<file path="src/rtl/fft_alu_pipe.sv">
// Two-stage pipelined FFT datapath ALU with valid/ready handshake and overflow flag.
// Define FFT_ALU_SAT_EN to saturate overflowing results instead of wrapping them.
module fft_alu_pipe #(
    parameter int DATA_W = 16,
    parameter int FRAC_W = 15
) (
    input  logic              clk,
    input  logic              rst,
    input  logic              in_valid_i,
    output logic              in_ready_o,
    input  logic [DATA_W-1:0] op_a_i,
    input  logic [DATA_W-1:0] op_b_i,
    input  logic [DATA_W-1:0] op_c_i,
    input  logic [3:0]        alu_mode_i,
    output logic              out_valid_o,
    input  logic              out_ready_i,
    output logic [DATA_W-1:0] res_o,
    output logic              ovf_o
);
    localparam int PW = 2 * DATA_W;

    localparam logic [3:0] ALUMODE_IDLE       = 4'd0;
    localparam logic [3:0] ALUMODE_A_ADD_B    = 4'd1;
    localparam logic [3:0] ALUMODE_A_SUB_B    = 4'd2;
    localparam logic [3:0] ALUMODE_A_SIGN_B   = 4'd3;
    localparam logic [3:0] ALUMODE_A_ADDSUB_C = 4'd4;
    localparam logic [3:0] ALUMODE_A_MULT_B   = 4'd5;

    localparam logic signed [PW-1:0]     RND_K   = PW'(1) << (FRAC_W - 1);
    localparam logic        [DATA_W-1:0] RES_MAX = {1'b0, {(DATA_W-1){1'b1}}};
    localparam logic        [DATA_W-1:0] RES_MIN = {1'b1, {(DATA_W-1){1'b0}}};

    logic adv;
    assign adv        = !out_valid_o || out_ready_i;
    assign in_ready_o = adv;

    // Stage 1: full-precision intermediate
    logic signed [PW-1:0] a_x, b_x, c_x;
    logic signed [PW-1:0] s1_val_d, s1_val_q;
    logic                 s1_mult_d, s1_mult_q;
    logic                 s1_ill_d, s1_ill_q;
    logic                 s1_valid_q;

    assign a_x = {{DATA_W{op_a_i[DATA_W-1]}}, op_a_i};
    assign b_x = {{DATA_W{op_b_i[DATA_W-1]}}, op_b_i};
    assign c_x = {{DATA_W{op_c_i[DATA_W-1]}}, op_c_i};

    always_comb begin
        s1_val_d  = '0;
        s1_mult_d = 1'b0;
        s1_ill_d  = 1'b0;
        case (alu_mode_i)
            ALUMODE_IDLE:       s1_val_d = '0;
            ALUMODE_A_ADD_B:    s1_val_d = a_x + b_x;
            ALUMODE_A_SUB_B:    s1_val_d = a_x - b_x;
            ALUMODE_A_SIGN_B:   s1_val_d = (op_b_i != '0) ? -a_x : a_x;
            ALUMODE_A_ADDSUB_C: s1_val_d = a_x + c_x;
            ALUMODE_A_MULT_B: begin
                // Product of two DATA_W values always fits in PW bits
                s1_val_d  = a_x * b_x;
                s1_mult_d = 1'b1;
            end
            default:            s1_ill_d = 1'b1;
        endcase
    end

    // Stage 2: Q-format rescale, range check, wrap or saturate
    logic signed [PW-1:0]     rnd, scl;
    logic                     in_range;
    logic [DATA_W-1:0]        res_d, res_q;
    logic                     ovf_d, ovf_q;
    logic                     out_valid_q;

    always_comb begin
        rnd      = s1_val_q + RND_K;
        scl      = s1_mult_q ? (rnd >>> FRAC_W) : s1_val_q;
        in_range = (scl[PW-1:DATA_W-1] == '0) || (scl[PW-1:DATA_W-1] == '1);
        ovf_d    = s1_ill_q || !in_range;
        res_d    = scl[DATA_W-1:0];
        if (s1_ill_q) begin
            res_d = '0;
        end else if (!in_range) begin
`ifdef FFT_ALU_SAT_EN
            res_d = scl[PW-1] ? RES_MIN : RES_MAX;
`else
            res_d = scl[DATA_W-1:0];
`endif
        end
    end

    always_ff @(posedge clk) begin
        if (rst) begin
            s1_valid_q  <= 1'b0;
            s1_val_q    <= '0;
            s1_mult_q   <= 1'b0;
            s1_ill_q    <= 1'b0;
            out_valid_q <= 1'b0;
            res_q       <= '0;
            ovf_q       <= 1'b0;
        end else if (adv) begin
            s1_valid_q  <= in_valid_i;
            s1_val_q    <= s1_val_d;
            s1_mult_q   <= s1_mult_d;
            s1_ill_q    <= s1_ill_d;
            out_valid_q <= s1_valid_q;
            res_q       <= res_d;
            ovf_q       <= ovf_d;
        end
    end

    assign out_valid_o = out_valid_q;
    assign res_o       = res_q;
    assign ovf_o       = ovf_q;
endmodule
</file>
<file path="config.mk">
export PLATFORM = sky130hd
export DESIGN_NAME = fft_alu_pipe
export DESIGN_NICKNAME = d
export VERILOG_FILES = /design/src/rtl/fft_alu_pipe.sv
export SDC_FILE = /design/constraint.sdc
export NUM_CORES = 1
export LEC_CHECK = 0
export ABC_AREA = 1
export CORE_ASPECT_RATIO = 0.6
export CORE_UTILIZATION = 40
export CTS_BUF_LIST = sky130_fd_sc_hd__clkbuf_4 sky130_fd_sc_hd__clkbuf_8
export CTS_CLUSTER_SIZE = 16
export DETAILED_ROUTE_END_ITERATION = 12
export PLACE_DENSITY_LB_ADDON = 0.3
export SYNTH_ARGS = -nofsm -noshare
export SYNTH_HDL_FRONTEND = slang
export SYNTH_SLANG_ARGS = --single-unit
export TNS_END_PERCENT = 10
</file>
<file path="constraint.sdc">
create_clock -name clk -period 10.8 [get_ports clk]
set_clock_uncertainty 0.15 [all_clocks]
set_input_delay 1.08 -clock clk [delete_from_list [all_inputs] [get_ports clk]]
set_output_delay 1.08 -clock clk [all_outputs]
set_load 0.005 [all_outputs]
</file>
* Yosys cells after proc, flatten, opt, wreduce, memory -nomap -nowiden
Index checks and enable logic that the tools add are counted.
Storage, ports and cells: register bits after elaboration 53, bits of input ports 56, output and inout bits 19, word-level logic and storage cells 34
Cells by class: $add $sub $neg 5, multipliers 1, equality and inequality tests 6, multiplexer cells 6, reductions and logical operators 9
Operators with widths (number):
- case mux 32 bit (5 select lines) | 1
- 2-to-1 mux 32 bit | 2
- adder 16 x 16 -> 17 bit | 2
- adder 32 x 16 -> 32 bit, second input constant | 1
- multiplier 16 x 16 -> 32 bit | 1
- negation 16 -> 32 bit | 1
- == test 17 bit, second input constant | 1
- logical NOT 17 bit | 1
- subtractor 16 x 16 -> 17 bit | 1
- 2-to-1 mux 16 bit | 1
- nonzero test 16 bit | 1
- == test 4 x 2 -> 1 bit, second input constant | 2
- == test 4 x 3 -> 1 bit, second input constant | 2
- OR reduction 6 bit | 1
- == test 4 x 1 -> 1 bit, second input constant | 1
- logical NOT 4 bit | 1
- logical OR 1 bit | 3
- logical NOT 1 bit | 2
- 2-to-1 mux 1 bit | 2

* Depth between registers and ports, before layout
Gate-level depths: netlist of the first run.
depth in word-level cells 6, depth in mapped cells 29, depth with buffers taken out 28

* Worst setup path after synthesis of the first run
Ideal clock, no wire load.
path type in2reg, start input op_b_i[5], end register s1_val_q[23], library setup time 0.142 ns, arrival 6.259 ns, data required time 10.508 ns, slack 4.249 ns, stages on the path 24, buffers on the path 2, cell sequence clkbuf_1 clkbuf_1 nand2_1 fa_1 inv_1 fa_1 fa_1 fa_1 fa_1 inv_1 fa_1 inv_1 ha_1 nand2_1 nor2_1 inv_1 nor2_1 nand3_1 nand3_1 nand2_1 nand3_1 nand3_1 nand2_1 a21oi_2
Between the ends: longest elaborated chain between the ends 3, elaborated cells between the ends (all ways) 6, classes of those cells add/sub: 2; mul: 1; mux: 2; reduce/logical: 1
Ends and longest elaborated chain:
- start: declaration | RTL line 12 | input logic [DATA_W-1:0] op_b_i,
- parallel branches: the longest is 2 deep, another holds multiplier 16 x 16 -> 32 bit
- case mux 32 bit (5 select lines) * | RTL line 52 | case (alu_mode_i)
- end signal: assignment | RTL line 102 | s1_val_q <= s1_val_d;
- end: declaration | RTL line 39 | logic signed [PW-1:0] s1_val_d, s1_val_q;
Mark *: on every way between the ends. A chain may end at the register's enable or synchronous reset.

* Worst setup path after layout of the first run
start input op_b_i[2], end register s1_val_q[29]
Same word-level chain as after synthesis.

==> results of run 1 <==
==> path summary, 6_finish.rpt <==
path	start	endpoint	cells after the start
setup / recovery	op_b_i[2]	s1_val_q[29]	23
hold / removal	s1_valid_q	out_valid_o	2
setup reg to reg	s1_val_q[14]	res_o[13]	9
hold reg to reg	s1_valid_q	out_valid_o	2
==> routing by layer <==
metal  part of all wire, %  global-route usage [%]
met2                    36                    37.4
met5                  0.34                    3.51
met3                    14                    9.44
met4                   1.5                    3.91
met1                    48                    44.9
==> cell type report <==
type	instances	share of cell area, %
diodes	1	0.0132
clock buffers	5	0.364
clock inverters	3	0.139
inverters	655	13.0
multi-input cells	1897	71.9
flip-flops and latches	53	5.61
well taps	579	3.83
repair buffers	106	5.16
==> kinds of logic (layout without fill, tap and decap cells) <==
logic type | after synthesis | count (layout)
compound gates | 230 | 230
xor+xnor | 15 | 15
fa+ha+maj | 399 | 399
buf+inv | 759 | 769
flops | 53 | 53
other cells | 0 | 1
simple gates | 1253 | 1253
==> critical path, cell delays in order <==
cell and delay (ns):
clkdlybuf4s50_1 1.05, nand2_1 0.21, inv_1 0.13, fa_1 0.59, fa_1 0.94, fa_1 0.54, fa_1 0.50, fa_1 0.49
inv_1 0.05, fa_1 0.47, inv_1 0.04, ha_1 0.36, nand2_1 0.13, nor2_1 0.26, nand2_1 0.18, nor3_1 0.16
nand2_1 0.15, nand3_1 0.10, nand2_1 0.05, nand3_1 0.07, nand3_1 0.09, nand2_1 0.09, a21oi_2 0.05
==> cells in the final DEF (no fill, tap or decap), drive strengths merged, types with 8 or more instances in the layout <==
| cell type | n |
|---|---|
| nand4 | 40 |
| and2 | 10 |
| fa | 265 |
| buf | 33 |
| nor3 | 19 |
| clkdlybuf4s50 | 73 |
| ha | 134 |
| nor2 | 182 |
| nand3 | 176 |
| a21oi | 128 |
| inv | 654 |
| nand2 | 806 |
| xnor2 | 8 |
| o21ai | 74 |
| dfxtp | 53 |
==> state kept, by name (all words and copies together), names as in the netlist <==
signal,count
s1_ill_q,1
ovf_o,1
out_valid_o,1
s1_val_q,32
s1_mult_q,1
res_o,16
s1_valid_q,1
==> through the flow <==
stage                     utilization, %  setup slack, ns  area, um2
after global placement              43.5             2.84      18800
after global routing                43.7             2.73      18900
after floorplan                        -             4.25      17500
after detailed placement            43.5             2.80      18800
final                               43.7             3.03      18900
after CTS                           43.7             3.13      18900
==> results.sh, run 1 <==
export IMPL_status="completed"
export IMPL_grt_first_pass_wirelength_mm=96.8
export IMPL_setup_violations=0
export IMPL_gp_congestion=1.04
export IMPL_cts_root_buf="clkbuf_8"
export IMPL_std_cell_rows=59
export IMPL_area_growth_synth_to_final_pct=7.76
export IMPL_synthMuxAreaShare_pct=0
export IMPL_fillCellCount=4552
export IMPL_async_reset_ff_share_pct=0
export IMPL_critPathLaunchType="input pin"
export IMPL_max_slew_margin_rel_pct=20.4
export IMPL_finalHoldViolations=0
export IMPL_grt_start_max_net_pins=54
export IMPL_layout_cells_non_filler=3299
export IMPL_drive_above_1_share_pct=3.24
export IMPL_grt_antenna_before_repair=1
export IMPL_final_period_utilization_pct=71.9
export IMPL_cts_setup_buffers=0
export IMPL_holdBufCountCts=0
export IMPL_synth_edff_count=0
export IMPL_worst_ep_required_time_ns=10.83
export IMPL_synthesis_area_um2=17500
export IMPL_yosys_cell_types_count=46
export IMPL_vias_per_cell=5.29
export IMPL_clk_insertion_delay_late_ns=0.33
export IMPL_core_region_area_um2=43300
export IMPL_synth_top_family_by_area="adder cells"
export IMPL_clkSinkCount=53
export IMPL_globalRouteTotalUtil_pct=28.7
export IMPL_synth_top_area_cell="fa_1"
export IMPL_die_area_um2=44700
export IMPL_fin_tns_setup_ns=0
export IMPL_dr_pass1_iters=6
export IMPL_initial_core_util_pct=40.6
export IMPL_ff_latch_area_um2=1060
export IMPL_cell_count_after_synthesis=2709
export IMPL_worst_path_max_fanout=18
export IMPL_hpwl_mm=51.0
export IMPL_yosys_area_share_xor_xnor_pct=0.749
export IMPL_die_width_um=272
export IMPL_post_synth_most_frequent_cells="nand2_1 (803), inv_1 (636), fa_1 (265), nand3_1 (176), nor2_1 (176)"
export IMPL_placedCellCount=3290
export IMPL_die_h_um=164
export IMPL_critPathCaptureType="flip-flop"
export IMPL_clkSlewWorstSetupHoldPaths_ns=0.11
export IMPL_antenna_left=0
export IMPL_port_buffer_count=74
export IMPL_grt_ovfl_total=0
export IMPL_ctsLongestPathBuffers=2
export IMPL_drv_cap=0
export IMPL_max_slew_worst_pin_slew_ns=1.19
export IMPL_avgRoutedWirePerCell_um=19.0
export IMPL_worst_r2r_setup_slack_ns=8.42
export IMPL_synth_seq_cells=53
export IMPL_drtIter0Drc=2060
export IMPL_vias=17400
export IMPL_cts_tree="built"
export IMPL_timing_critical_path_arrival_ns=7.79
export IMPL_critical_setup_path_class="input pin to flip-flop"
export IMPL_mappedNetlistNets=3164
export IMPL_fin_hold_ws_ns=0.313
export IMPL_synth_seq_area_share_pct=6.05
export IMPL_post_route_min_period_ns=7.77
export IMPL_slew_violations=0
export IMPL_clock_tree_htree_level_count=2
export IMPL_area_of_the_multi_input_gates_um2=13600
export IMPL_holdCritPathClass="flip-flop to flip-flop"
export IMPL_fraction_of_the_mapped_netlist_area_in_adder_cells_pct=39.8
export IMPL_cts_resized=0
export IMPL_routed_wl_mm=62.8
export IMPL_maxClockFrequency_mhz=129
export IMPL_synth_ff_type="dfxtp_1"
export IMPL_ioPinCount=75
export IMPL_post_route_drc_count=0
export IMPL_ys_top_cells_by_area="fa_1 (30%), nand2_1 (17%), inv_1 (14%)"
export IMPL_synthesis_yosys_warnings=0
export IMPL_most_frequently_used_cell_type_in_the_post_synthesis_netlist="nand2_1"
export IMPL_synthDominantCellAreaShare_pct=30.2
export IMPL_vias_in_the_first_global_route=16400
export IMPL_rsz0062_at_grt="false"
export IMPL_design_final_nets=3173
export IMPL_synthSimpleGateAreaFrac_pct=29.5
export IMPL_cts_inserted_buffers=5
export IMPL_synth_compound_area_share_pct=7.35
export IMPL_synth_avg_cell_area_um2=6.48
Power of run 1 is not shown: default switching activity piles up to over one toggle a cycle in this logic, so the estimate is an artifact.
==> run 2, diff against run 1 <==
==> constraint.sdc (replaced) <==
create_clock -name clk -period 6.5 [get_ports clk]
set_clock_uncertainty 0.15 [all_clocks]
set_input_delay 0.65 -clock clk [delete_from_list [all_inputs] [get_ports clk]]
set_output_delay 0.65 -clock clk [all_outputs]
set_load 0.005 [all_outputs]
==> run 2 against run 1 <==
Sequential share of layout area down 0.50 points. Highest routed layer is now met4. Largest cell class unchanged. Flip-flop and latch count did not move. Non-clock buffer count grew 162. Wire length increased by 8.1%.
==> results.sh, run 2 (synthesis gave the netlist of run 1 again) <==
export IMPL_critPathTopFamily="adder cells"
export IMPL_regToRegStartpoint="out_valid_o"
export IMPL_max_slew_worst_pin_slew_ns=1.08
export IMPL_dr_pass1_iters=6
export IMPL_die_h_um=164
export IMPL_cts_root_buf="clkbuf_8"
export IMPL_clkSinkCount=53
export IMPL_area_growth_synth_to_final_pct=18.4
export IMPL_cell_seen_most_often_among_critical_path_stages="nand2_1"
export IMPL_fillCellCount=4505
export IMPL_vias_in_the_first_global_route=16700
export IMPL_grt_ovfl_total=0
export IMPL_clkSlewWorstSetupHoldPaths_ns=0.11
export IMPL_worst_path_max_fanout=11
export IMPL_cts_tree="built"
export IMPL_largest_register="s1_val_q"
export IMPL_drive_above_1_share_pct=11.5
export IMPL_hold_path_cell_count=2
export IMPL_gp_congestion=1.06
export IMPL_worst_r2r_setup_slack_ns=3.92
export IMPL_worst_ep_required_time_ns=6.52
export IMPL_finalHoldViolations=0
export IMPL_critical_setup_path_class="input pin to flip-flop"
export IMPL_design_final_nets=3335
export IMPL_ctsLongestPathBuffers=2
export IMPL_post_route_drc_count=0
export IMPL_fin_tns_setup_ns=0
export IMPL_std_cell_rows=59
export IMPL_fin_hold_ws_ns=0.319
export IMPL_vias_per_cell=5.09
export IMPL_globalRouteTotalUtil_pct=30.7
export IMPL_avgRoutedWirePerCell_um=19.6
export IMPL_die_area_um2=44700
export IMPL_rsz0062_at_grt="true"
export IMPL_slew_violations=0
export IMPL_timing_critical_path_slowest_cell_delay_ns=0.58
export IMPL_setup_ws_ns=0.155
export IMPL_hpwl_mm=58.7
export IMPL_clock_tree_htree_level_count=2
export IMPL_largest_register_ff_count=32
export IMPL_post_route_min_period_ns=6.35
export IMPL_clk_insertion_delay_late_ns=0.32
export IMPL_final_period_utilization_pct=97.6
export IMPL_timing_critical_path_arrival_ns=6.36
export IMPL_setup_violations=0
export IMPL_critPathCaptureType="flip-flop"
export IMPL_drtIter0Drc=1859
export IMPL_port_buffer_count=74
export IMPL_cts_inserted_buffers=5
export IMPL_grt_start_max_net_pins=54
export IMPL_critical_path_startpoint="op_b_i[1]"
export IMPL_critPathLaunchType="input pin"
export IMPL_grt_first_pass_wirelength_mm=102
export IMPL_holdCritPathClass="flip-flop to flip-flop"
export IMPL_initial_core_util_pct=40.6
export IMPL_layout_commonest_cell="nand2_1"
export IMPL_worst_hold_startpoint="s1_valid_q"
export IMPL_most_common_layout_cells="nand2_1 (785), inv_1 (630), fa_1 (257), nand3_1 (173), buf_4 (170)"
export IMPL_grt_antenna_before_repair=3
export IMPL_antenna_left=0
export IMPL_worst_r2r_cell_count=8
export IMPL_utilization_pct=48.0
export IMPL_core_region_area_um2=43300
export IMPL_critical_path_cell_count=25
export IMPL_max_slew_margin_rel_pct=27.9
export IMPL_drv_cap=0
export IMPL_critical_path_slowest_cell="clkdlybuf4s50_1"
export IMPL_die_width_um=272
export IMPL_vias=17600
export IMPL_holdBufCountCts=0
export IMPL_maxClockFrequency_mhz=158
export IMPL_timing_critical_path_buf_inv=6
export IMPL_routed_wl_mm=67.9
export IMPL_ioPinCount=75
export IMPL_dp_worst_setup_slack_ns=-0.617
export IMPL_status="completed"
==> run 2: tightest hold or removal path, delay by kind of cell, from the launching register on <==
family,cells,cell delay (ns)
compound gates,1,0.06
flops,1,0.32
buf+inv,1,0.06
==> run 2: per-layer routing <==
metal	global-route usage, %	part of all wire (%)	vias to the layer above
met5	0	0	-
met4	4.29	1.2	0
met3	10.5	13	47
met2	39.9	37	836
met1	48.1	48	8289
li1	-	-	8432
==> run 2: stage by stage <==
step | std cells | area (um2)
floorplan | 2709 | 17500
global placement | 3446 | 20200
detailed placement | 3446 | 20200
CTS | 3454 | 20300
global route | 3460 | 20800
finish | 3461 | 20800
==> run 2: path summary, 6_finish.rpt <==
path,to
worst min register to register,s1_valid_q
worst max-delay path,s1_val_q[11]
worst max register to register,res_o[11]
worst min-delay path,s1_valid_q
==> run 2: layout make-up <==
cell class	instances	area [um2]	area share [%]
Antenna cell	1	2.50	0.0120
Multi-Input combinational cell	1897	13900	67.1
Sequential cell	53	1060	5.11
Inverter	655	2460	11.9
Clock inverter	3	28.8	0.139
Clock buffer	5	68.8	0.331
Timing Repair Buffer	268	2480	12.0
Tap cell	579	724	3.49
==> run 2: timing repair <==
action	CTS	global route
gates cloned	0	1
gates resized for setup	7	100
setup endpoints to repair	15	23
pin swaps	0	24
endpoints found under the hold margin	0	0
buffers inserted	0	5
Power of run 2 is left out for the same reason.
